$ cat config.mk
export PLATFORM = sky130hd
export DESIGN_NAME = mac_share_arbiter
export DESIGN_NICKNAME = d
export VERILOG_FILES = /design/src/rtl/mac_share_arbiter_pkg.sv /design/src/rtl/mac_share_arbiter_rr.sv /design/src/rtl/mac_share_arbiter.sv
export SDC_FILE = /design/constraint.sdc
export NUM_CORES = 1
export LEC_CHECK = 0
export CAP_MARGIN = 5
export CORE_AREA = 5 5 120 122
export DETAILED_ROUTE_END_ITERATION = 8
export DIE_AREA = 0 0 125 127
export PLACE_DENSITY_LB_ADDON = 0.2
export SETUP_SLACK_MARGIN = 0.05
export SKIP_CTS_REPAIR_TIMING = 1
export SLEW_MARGIN = 5
export SYNTH_ARGS = -nofsm -noshare
export SYNTH_HDL_FRONTEND = slang
export SYNTH_SLANG_ARGS = --single-unit
$ cat constraint.sdc
create_clock -name clk -period 10.4 [get_ports clk]
set_input_delay 1.04 -clock clk [delete_from_list [all_inputs] [get_ports clk]]
set_output_delay 1.04 -clock clk [all_outputs]
set_load 0.01 [all_outputs]
$ cat src/rtl/mac_share_arbiter_pkg.sv
// Shared types and widths for the mac sharing arbiter and its sub-modules.
// Latency: n/a (declarations only).
// Backpressure: n/a (declarations only).
package mac_share_arbiter_pkg;

  // Operand width of A, B and C on the shared mac.
  localparam int MAC_OP_W  = 16;
  // Result width of the shared mac.
  localparam int MAC_RES_W = 32;

  // Occupancy of the single-entry result stage.
  typedef enum logic {
    EMPTY = 1'b0,
    FULL  = 1'b1
  } state_e;

endpackage : mac_share_arbiter_pkg

$ cat src/rtl/mac_share_arbiter_rr.sv
// Round-robin request picker: first set req bit at or after ptr, wrapping to 0.
// Latency: purely combinational, zero cycles.
// Backpressure: en=0 forces an empty grant; the pointer register lives in the parent.
module rr_arbiter #(
  parameter int NUM_REQ = 4,
  parameter int ID_W    = 2
) (
  input  logic [NUM_REQ-1:0] req_i,
  input  logic [ID_W-1:0]    ptr_i,
  input  logic               en_i,
  output logic [NUM_REQ-1:0] gnt_o,
  output logic [ID_W-1:0]    gnt_idx_o,
  output logic               gnt_vld_o
);

  int   idx;
  logic found;

  // Walk ptr, ptr+1, ... modulo NUM_REQ and keep the first requester seen.
  always_comb begin
    gnt_o     = '0;
    gnt_idx_o = '0;
    found     = 1'b0;
    idx       = 0;
    for (int k = 0; k < NUM_REQ; k++) begin
      idx = int'(ptr_i) + k;
      if (idx >= NUM_REQ) begin
        idx = idx - NUM_REQ;
      end
      if (en_i && !found && req_i[idx]) begin
        found      = 1'b1;
        gnt_o[idx] = 1'b1;
        gnt_idx_o  = ID_W'(idx);
      end
    end
    gnt_vld_o = found;
  end

endmodule : rr_arbiter

$ cat src/rtl/mac_share_arbiter.sv
// Time-shares one combinational mac among NUM_REQ requesters with round-robin grant.
// Latency: operand accepted in cycle t, tagged result valid in cycle t+1; 1 result/cycle.
// Backpressure: while the result stage is FULL and rsp_ready=0 every req_ready is held low.
module mac_share_arbiter
  import mac_share_arbiter_pkg::*;
#(
  parameter int NUM_REQ = 4,
  parameter int ID_W    = 2
) (
  input  logic                          clk,
  input  logic                          rst_n,
  input  logic [NUM_REQ-1:0]            req_valid,
  output logic [NUM_REQ-1:0]            req_ready,
  input  logic [MAC_OP_W*NUM_REQ-1:0]   req_a,
  input  logic [MAC_OP_W*NUM_REQ-1:0]   req_b,
  input  logic [MAC_OP_W*NUM_REQ-1:0]   req_c,
  output logic [MAC_OP_W-1:0]           mac_a,
  output logic [MAC_OP_W-1:0]           mac_b,
  output logic [MAC_OP_W-1:0]           mac_c,
  input  logic [MAC_RES_W-1:0]          mac_r,
  output logic                          rsp_valid,
  input  logic                          rsp_ready,
  output logic [MAC_RES_W-1:0]          rsp_data,
  output logic [ID_W-1:0]               rsp_id
);

  state_e                 state_q, state_d;
  logic [ID_W-1:0]        ptr_q, ptr_d;
  logic [MAC_RES_W-1:0]   rsp_data_q, rsp_data_d;
  logic [ID_W-1:0]        rsp_id_q, rsp_id_d;

  logic                   can_issue;
  logic [NUM_REQ-1:0]     gnt;
  logic [ID_W-1:0]        gnt_idx;
  logic                   gnt_vld;
  logic                   issue;

  // The stage can take a new result if it is empty or is being drained this cycle.
  assign can_issue = (state_q == EMPTY) | rsp_ready;

  rr_arbiter #(
    .NUM_REQ (NUM_REQ),
    .ID_W    (ID_W)
  ) u_rr_arbiter (
    .req_i     (req_valid),
    .ptr_i     (ptr_q),
    .en_i      (can_issue),
    .gnt_o     (gnt),
    .gnt_idx_o (gnt_idx),
    .gnt_vld_o (gnt_vld)
  );

  // The grant is already qualified by req_valid, so a grant is a transfer.
  assign req_ready = gnt;
  assign issue     = gnt_vld;

  // One-hot AND-OR operand mux; with no grant the mac inputs sit at zero.
  always_comb begin
    mac_a = '0;
    mac_b = '0;
    mac_c = '0;
    for (int i = 0; i < NUM_REQ; i++) begin
      if (gnt[i]) begin
        mac_a = req_a[i*MAC_OP_W +: MAC_OP_W];
        mac_b = req_b[i*MAC_OP_W +: MAC_OP_W];
        mac_c = req_c[i*MAC_OP_W +: MAC_OP_W];
      end
    end
  end

  // Result-stage occupancy register.
  always_ff @(posedge clk or negedge rst_n) begin
    if (!rst_n) begin
      state_q <= EMPTY;
    end else begin
      state_q <= state_d;
    end
  end

  // Next occupancy: an issue always fills; otherwise a drain empties and a stall holds.
  always_comb begin
    state_d = state_q;
    case (state_q)
      EMPTY: begin
        if (issue) begin
          state_d = FULL;
        end
      end
      FULL: begin
        if (issue) begin
          state_d = FULL;
        end else if (rsp_ready) begin
          state_d = EMPTY;
        end
      end
      default: state_d = EMPTY;
    endcase
  end

  // Occupancy decode onto the response handshake.
  always_comb begin
    rsp_valid = 1'b0;
    case (state_q)
      EMPTY:   rsp_valid = 1'b0;
      FULL:    rsp_valid = 1'b1;
      default: rsp_valid = 1'b0;
    endcase
  end

  // Capture the mac result and its owner on a transfer; hold otherwise.
  always_comb begin
    rsp_data_d = rsp_data_q;
    rsp_id_d   = rsp_id_q;
    if (issue) begin
      rsp_data_d = mac_r;
      rsp_id_d   = gnt_idx;
    end
  end

  // Rotate priority to just past the winner; an idle cycle leaves it alone.
  always_comb begin
    ptr_d = ptr_q;
    if (issue) begin
      if (gnt_idx == ID_W'(NUM_REQ - 1)) begin
        ptr_d = '0;
      end else begin
        ptr_d = gnt_idx + ID_W'(1);
      end
    end
  end

  // Result payload, owner tag and priority pointer registers.
  always_ff @(posedge clk or negedge rst_n) begin
    if (!rst_n) begin
      rsp_data_q <= '0;
      rsp_id_q   <= '0;
      ptr_q      <= '0;
    end else begin
      rsp_data_q <= rsp_data_d;
      rsp_id_q   <= rsp_id_d;
      ptr_q      <= ptr_d;
    end
  end

  assign rsp_data = rsp_data_q;
  assign rsp_id   = rsp_id_q;

endmodule : mac_share_arbiter

Word level (Yosys, flattened, before mapping)
Cells that the tools add are included.

Reductions and logical operators: 14. Add/subtract/negate cells: 8. Equal/unequal tests: 1. Multiplexer cells: 54. Bitwise gates (word level): 5. $lt $le $gt $ge: 12.

Operator list (count): 16-bit two-way mux (12); 32-bit by 1-bit >= comparator with 1-bit output (second input constant) (4); 32-bit by 4-bit < comparator with 1-bit output (second input constant) (4); 32-bit two-way mux (4); 32-bit by 4-bit >= comparator with 1-bit output (second input constant) (3); 32-bit by 4-bit subtractor with 32-bit output (second input constant) (3); 1-bit two-way mux (19); 4-bit two-way mux (4); 4-bit OR (3); 1-bit logical AND (11); 2-bit two-way mux (5); 1-bit binary-select mux with 2-bit select (4); 1-bit demux with 2-bit select (4); 2-bit by 2-bit adder with 3-bit output (second input constant) (2); 1-bit one-hot mux with 2 select lines (2); 2-bit by 3-bit subtractor with 4-bit output (second input constant) (1); 2-bit by 1-bit adder with 3-bit output (second input constant) (1); 2-bit by 3-bit >= comparator with 1-bit output (second input constant) (1); 1-bit zero test (3); 2-bit by 1-bit adder with 2-bit output (second input constant) (1); 2-bit equality test (second input constant) (1); 1-bit NOT (1); 1-bit OR (1).

Flip-flop bits (word level): 37. Input bits: 231. Logic and storage cells: 98. Output and inout bits: 87.

Depth between registers and ports, before layout
Word-level depth: 23. Mapped depth: 15. Mapped depth without buffers: 11.

Modules after synthesis
A second synthesis with hierarchy kept.

Cells, all modules: 323. Area total of the unflattened synthesis: 2996.6 um^2.

By module, submodules not included: mac_share_arbiter (area an instance 2452.4 um^2, times used 1, cells each 256); rr_arbiter (area an instance 544.3 um^2, times used 1, cells each 67).

Worst setup path before layout
No wires, ideal clock.

Path type: register to output. Start point: register ptr_q[0]. End point: output port mac_a[0]. Stages on the path, launching flop included: 15. Path slack: 6.203 ns. Data arrival time: 3.157 ns. Required time: 9.360 ns. Path through: dfrtp_1 -> buf_4 -> buf_2 -> inv_2 -> ha_1 -> buf_6 -> mux2_1 -> and3_1 -> o21a_1 -> a22o_1 -> a221oi_4 -> nand2b_1 -> buf_6 -> buf_6 -> o221a_1.

Longest elaborated chain between the ends: 23. Elaborated cells on any way between the ends: 71. Those cells by class: add/sub: 7; order compare: 12; mux: 35; bitwise: 3; reduce/logical: 14.

RTL lines: start: declaration (line mac_share_arbiter.sv:28) `logic [ID_W-1:0] ptr_q, ptr_d;`; start signal: assignment (line mac_share_arbiter.sv:141) `ptr_q <= ptr_d;`; parallel branches: the longest is 18 deep, another holds 32-bit by 4-bit subtractor with 32-bit output; 4-bit two-way mux (*) (line mac_share_arbiter_rr.sv:30) `if (en_i && !found && req_i[idx]) begin`; 16-bit two-way mux (3 in series) (line mac_share_arbiter.sv:63) `if (gnt[i]) begin`; 16-bit two-way mux (*) (line mac_share_arbiter.sv:63); end: declaration (line mac_share_arbiter.sv:17) `output logic [MAC_OP_W-1:0] mac_a,`.

Mark *: on every way between the ends. The select of a mux whose other input is x is not followed.

Worst setup path after layout
Start point: register ptr_q[0]. End point: output port mac_c[3].

Longest elaborated chain between the ends: 23. Elaborated cells on any way between the ends: 71. Those cells by class: add/sub: 7; order compare: 12; mux: 35; bitwise: 3; reduce/logical: 14.

RTL lines: parallel branches: the longest is 18 deep, another holds 32-bit by 4-bit subtractor with 32-bit output; 4-bit two-way mux (*) (line mac_share_arbiter_rr.sv:30); 16-bit two-way mux (3 in series) (line mac_share_arbiter.sv:63); 16-bit two-way mux (*) (line mac_share_arbiter.sv:63); end: declaration (line mac_share_arbiter.sv:19) `output logic [MAC_OP_W-1:0] mac_c,`.

Marks and branches as above.

==> results.md <==
* Number of vias per cell at 5.18
* CTS buffer count at 5
* Post-synth ARST share at 100%
* Data required time of the worst path at 9360 ps
* Global route hottest layer: met2
* Period utilization at 60.3%
* Final WL at 16700 um
* Worst Hold End: rsp_data[13]$_DFFE_PN0P_
* CP Data Arrival Time at 5230 ps
* Starting Density at 26.5%
* Netlist cell types at 46
* Post-synth top flop: dfrtp_1
* Drt first pass iters at 4
* Initial antenna violation count at 0
* Layout Skew at 3.32 ps
* Total number of H-tree levels at 2
* CTS tree: built
* R2r worst-path depth at 9
* Placed cell areas at 6670 um2
* YS warnings at 0
* Post-synthesis register bit count at 37
* Final-layout fill cell count at 1140
* RR Endpoint: rsp_data[31]$_DFFE_PN0P_
* Hold depth at 1
* Mapped cell area at 3470 um2
* Global-route wire length before repair at 25400 um
* Power density cells at 341 nW/um2
* Clock sinks at 37
* Clk slew on worst S/H paths at 50 ps
* # DRC at 0
* Routed Antenna Nets at 0
* R2R Setup Slk at 6590 ps
* Layout area overhead at 97.3%
* Clk root buf: clkbuf_16
* Design Area, Final at 6850 um2
* Die Y at 127 um
* Cells after synthesis at 381
* MaxCap Viol Count at 0
* Crit-path max cell delay at 790 ps
* RSZ-0062 raised after global routing: false
* Wirelength per Cell at 19.8 um
* Final setup viols at 0
* Fin. max-slew vios at 0
* Final layout net count at 906
* CP top delay family: buffers and inverters
* Worst Path Max Fanout at 49
* Full die area at 15900 um2
* Setup crit end kind: output port
* Worst Setup Start Kind: flip-flop
* Hold Crit Class: flip-flop to flip-flop
* Multi-input gate area at 2290 um2
* Met1 GRT Util at 23.2%
* IO Port Bufs at 317
* Worst-path cell chain: inv_2, ha_1, mux2_1, mux2i_1, nand2_1, o311a_2, inv_2, nand2_1, nand4_1, o221a_1, clkdlybuf4s50_1
* Final TNS setup at 0 ps
* CP Class: flip-flop to output port
* Final HPWL DP at 13100 um
* Crit path buf inv count at 3
* Headroom to the max-slew limit at 31.2%
* Fin. Hold Viols at 0
* Clock Tree Buf Depth at 2
* Leakage Power at 2.61 nW
* FMAX at 159 MHz
* Worst-margin pin slew at 1030 ps
* Share of layout cells above drive strength 1 at 4.64%
* Largest net degree at the start of global routing at 98
* R2r startpoint: ptr_q[0]$_DFFE_PN0P_
* Syn_nets at 620
* Die width at 125 um
* Skew-Pair Late Insertion Delay at 270 ps
* Register Area at 926 um2
* Worst vdd ir at 0.193 mV
* Synthesized area per cell at 9.11 um2
* Hold Startpoint: rsp_data[13]$_DFFE_PN0P_
* CORE AREA at 13100 um2
* Routability cong. at 0.932
* # IOs at 318
* Overflow after GRT at 0
* Aggregate global-route resource usage at 19.4%
* DRT iter0 DRCs at 200
* Met3 GRT Util at 6.26%
* Core Rows at 42
* Status: finished, final reports clean
* EDFF count, synth at 0
* Seq/Total Area, Yosys at 26.7%
* Met2 GRT Util at 33.7%
* Tmin final at 6270 ps
* Vias in the first global route at 4471
* Slowest stage cell, crit path: inv_2
* Total number of vias at 4377
cell usage after synthesis, drive strengths merged (3+ instances only):
| library cell | instances | area, um2 |
|---|---|---|
| mux2 | 36 | 409 |
| nand3 | 50 | 250 |
| nand2 | 52 | 195 |
| mux4 | 4 | 90.1 |
| dfrtp | 37 | 926 |
| a221oi | 3 | 50.1 |
| buf | 27 | 194 |
| nand4 | 48 | 300 |
| mux2i | 5 | 50.1 |
| ha | 8 | 100 |
| a21o | 3 | 22.5 |
| clkbuf | 16 | 60.1 |
| nor3 | 3 | 20.0 |
| inv | 8 | 30.0 |
| o221a | 48 | 541 |
| nor2 | 6 | 25.0 |
placed cells by master (no fill, tap or decap), types with 8 or more instances in the layout:
cell type / count
nand4_1: 48
mux2_1: 33
nand3_1: 50
o221a_1: 48
clkdlybuf4s50_1: 317
nand2_1: 52
dfrtp_1: 37
ha_1: 8
worst max path at each step:
| stage | start | end | slack, ps | cells after the start |
|---|---|---|---|---|
| after global routing | ptr_q[0]$_DFFE_PN0P_ | mac_b[2] | 3770 | 11 |
| after global placement | req_valid[3] | mac_c[6] | 4390 | 10 |
| after floorplan | ptr_q[0]$_DFFE_PN0P_ | mac_a[0] | 6200 | 14 |
| after CTS | ptr_q[0]$_DFFE_PN0P_ | mac_a[12] | 4060 | 11 |
| after detailed placement | req_valid[3] | mac_a[12] | 4290 | 10 |
| final | ptr_q[0]$_DFFE_PN0P_ | mac_c[3] | 4130 | 11 |
logic make-up after synthesis:
kind of cell,after synthesis,share of synthesized area (%)
AO/OA/AOI/OAI,72,21.8
multiplexers,45,15.8
flip-flops,37,26.7
adder cells (fa/ha/maj),8,2.88
buffers and inverters,51,8.18
AND/OR/NAND/NOR,168,24.6
layout make-up:
| cell class | count | area share, % |
|---|---|---|
| repair buffers | 322 | 46.9 |
| clock inverters | 1 | 0.439 |
| diodes | 1 | 0.0365 |
| well taps | 176 | 3.22 |
| flip-flops and latches | 37 | 13.5 |
| clock buffers | 7 | 2.08 |
| inverters | 8 | 0.439 |
| multi-input cells | 293 | 33.4 |
sequential cells by signal, summed over array words and instances (netlist names):
signal,cells
ptr_q,2
rsp_data,32
rsp_id,2
state_q,1
worst reg2reg max path: stages, from the launching register on:
cell and delay, ps:
dfrtp_1 770, inv_2 240, ha_1 550, mux2_1 380, mux2i_1 250, nand2_1 190, nor2_2 320, or4b_1 190
buf_4 400, mux2_1 390
layer usage:
metal,wire length (um),part of all wire [%],vias to the layer above
met5,0,0,-
met4,315,1.9,0
met3,1500,9.0,22
met2,8470,51,224
met1,6420,38,2055
li1,-,-,2076
through the flow:
| step | hold WS (ps) | setup WS [ps] | std cells | total power [mW] | utilization [%] |
|---|---|---|---|---|---|
| finish | 479 | 4130 | 845 | 2.34 | 52.3 |
| global route | 504 | 3770 | 844 | 2.50 | 52.3 |
| CTS | 486 | 4060 | 844 | 2.37 | 52.3 |
| detailed placement | 474 | 4290 | 836 | 2.18 | 51.0 |
| global placement | 466 | 4390 | 836 | 2.17 | 51.0 |
| floorplan | 518 | 6200 | 381 | 1.33 | - |
power by group:
part,switching (mW),internal (mW)
sequential,0.0534,0.220
combinational,0.870,1.02
clock,0.0531,0.120
Power figures use the tool's default switching activity.
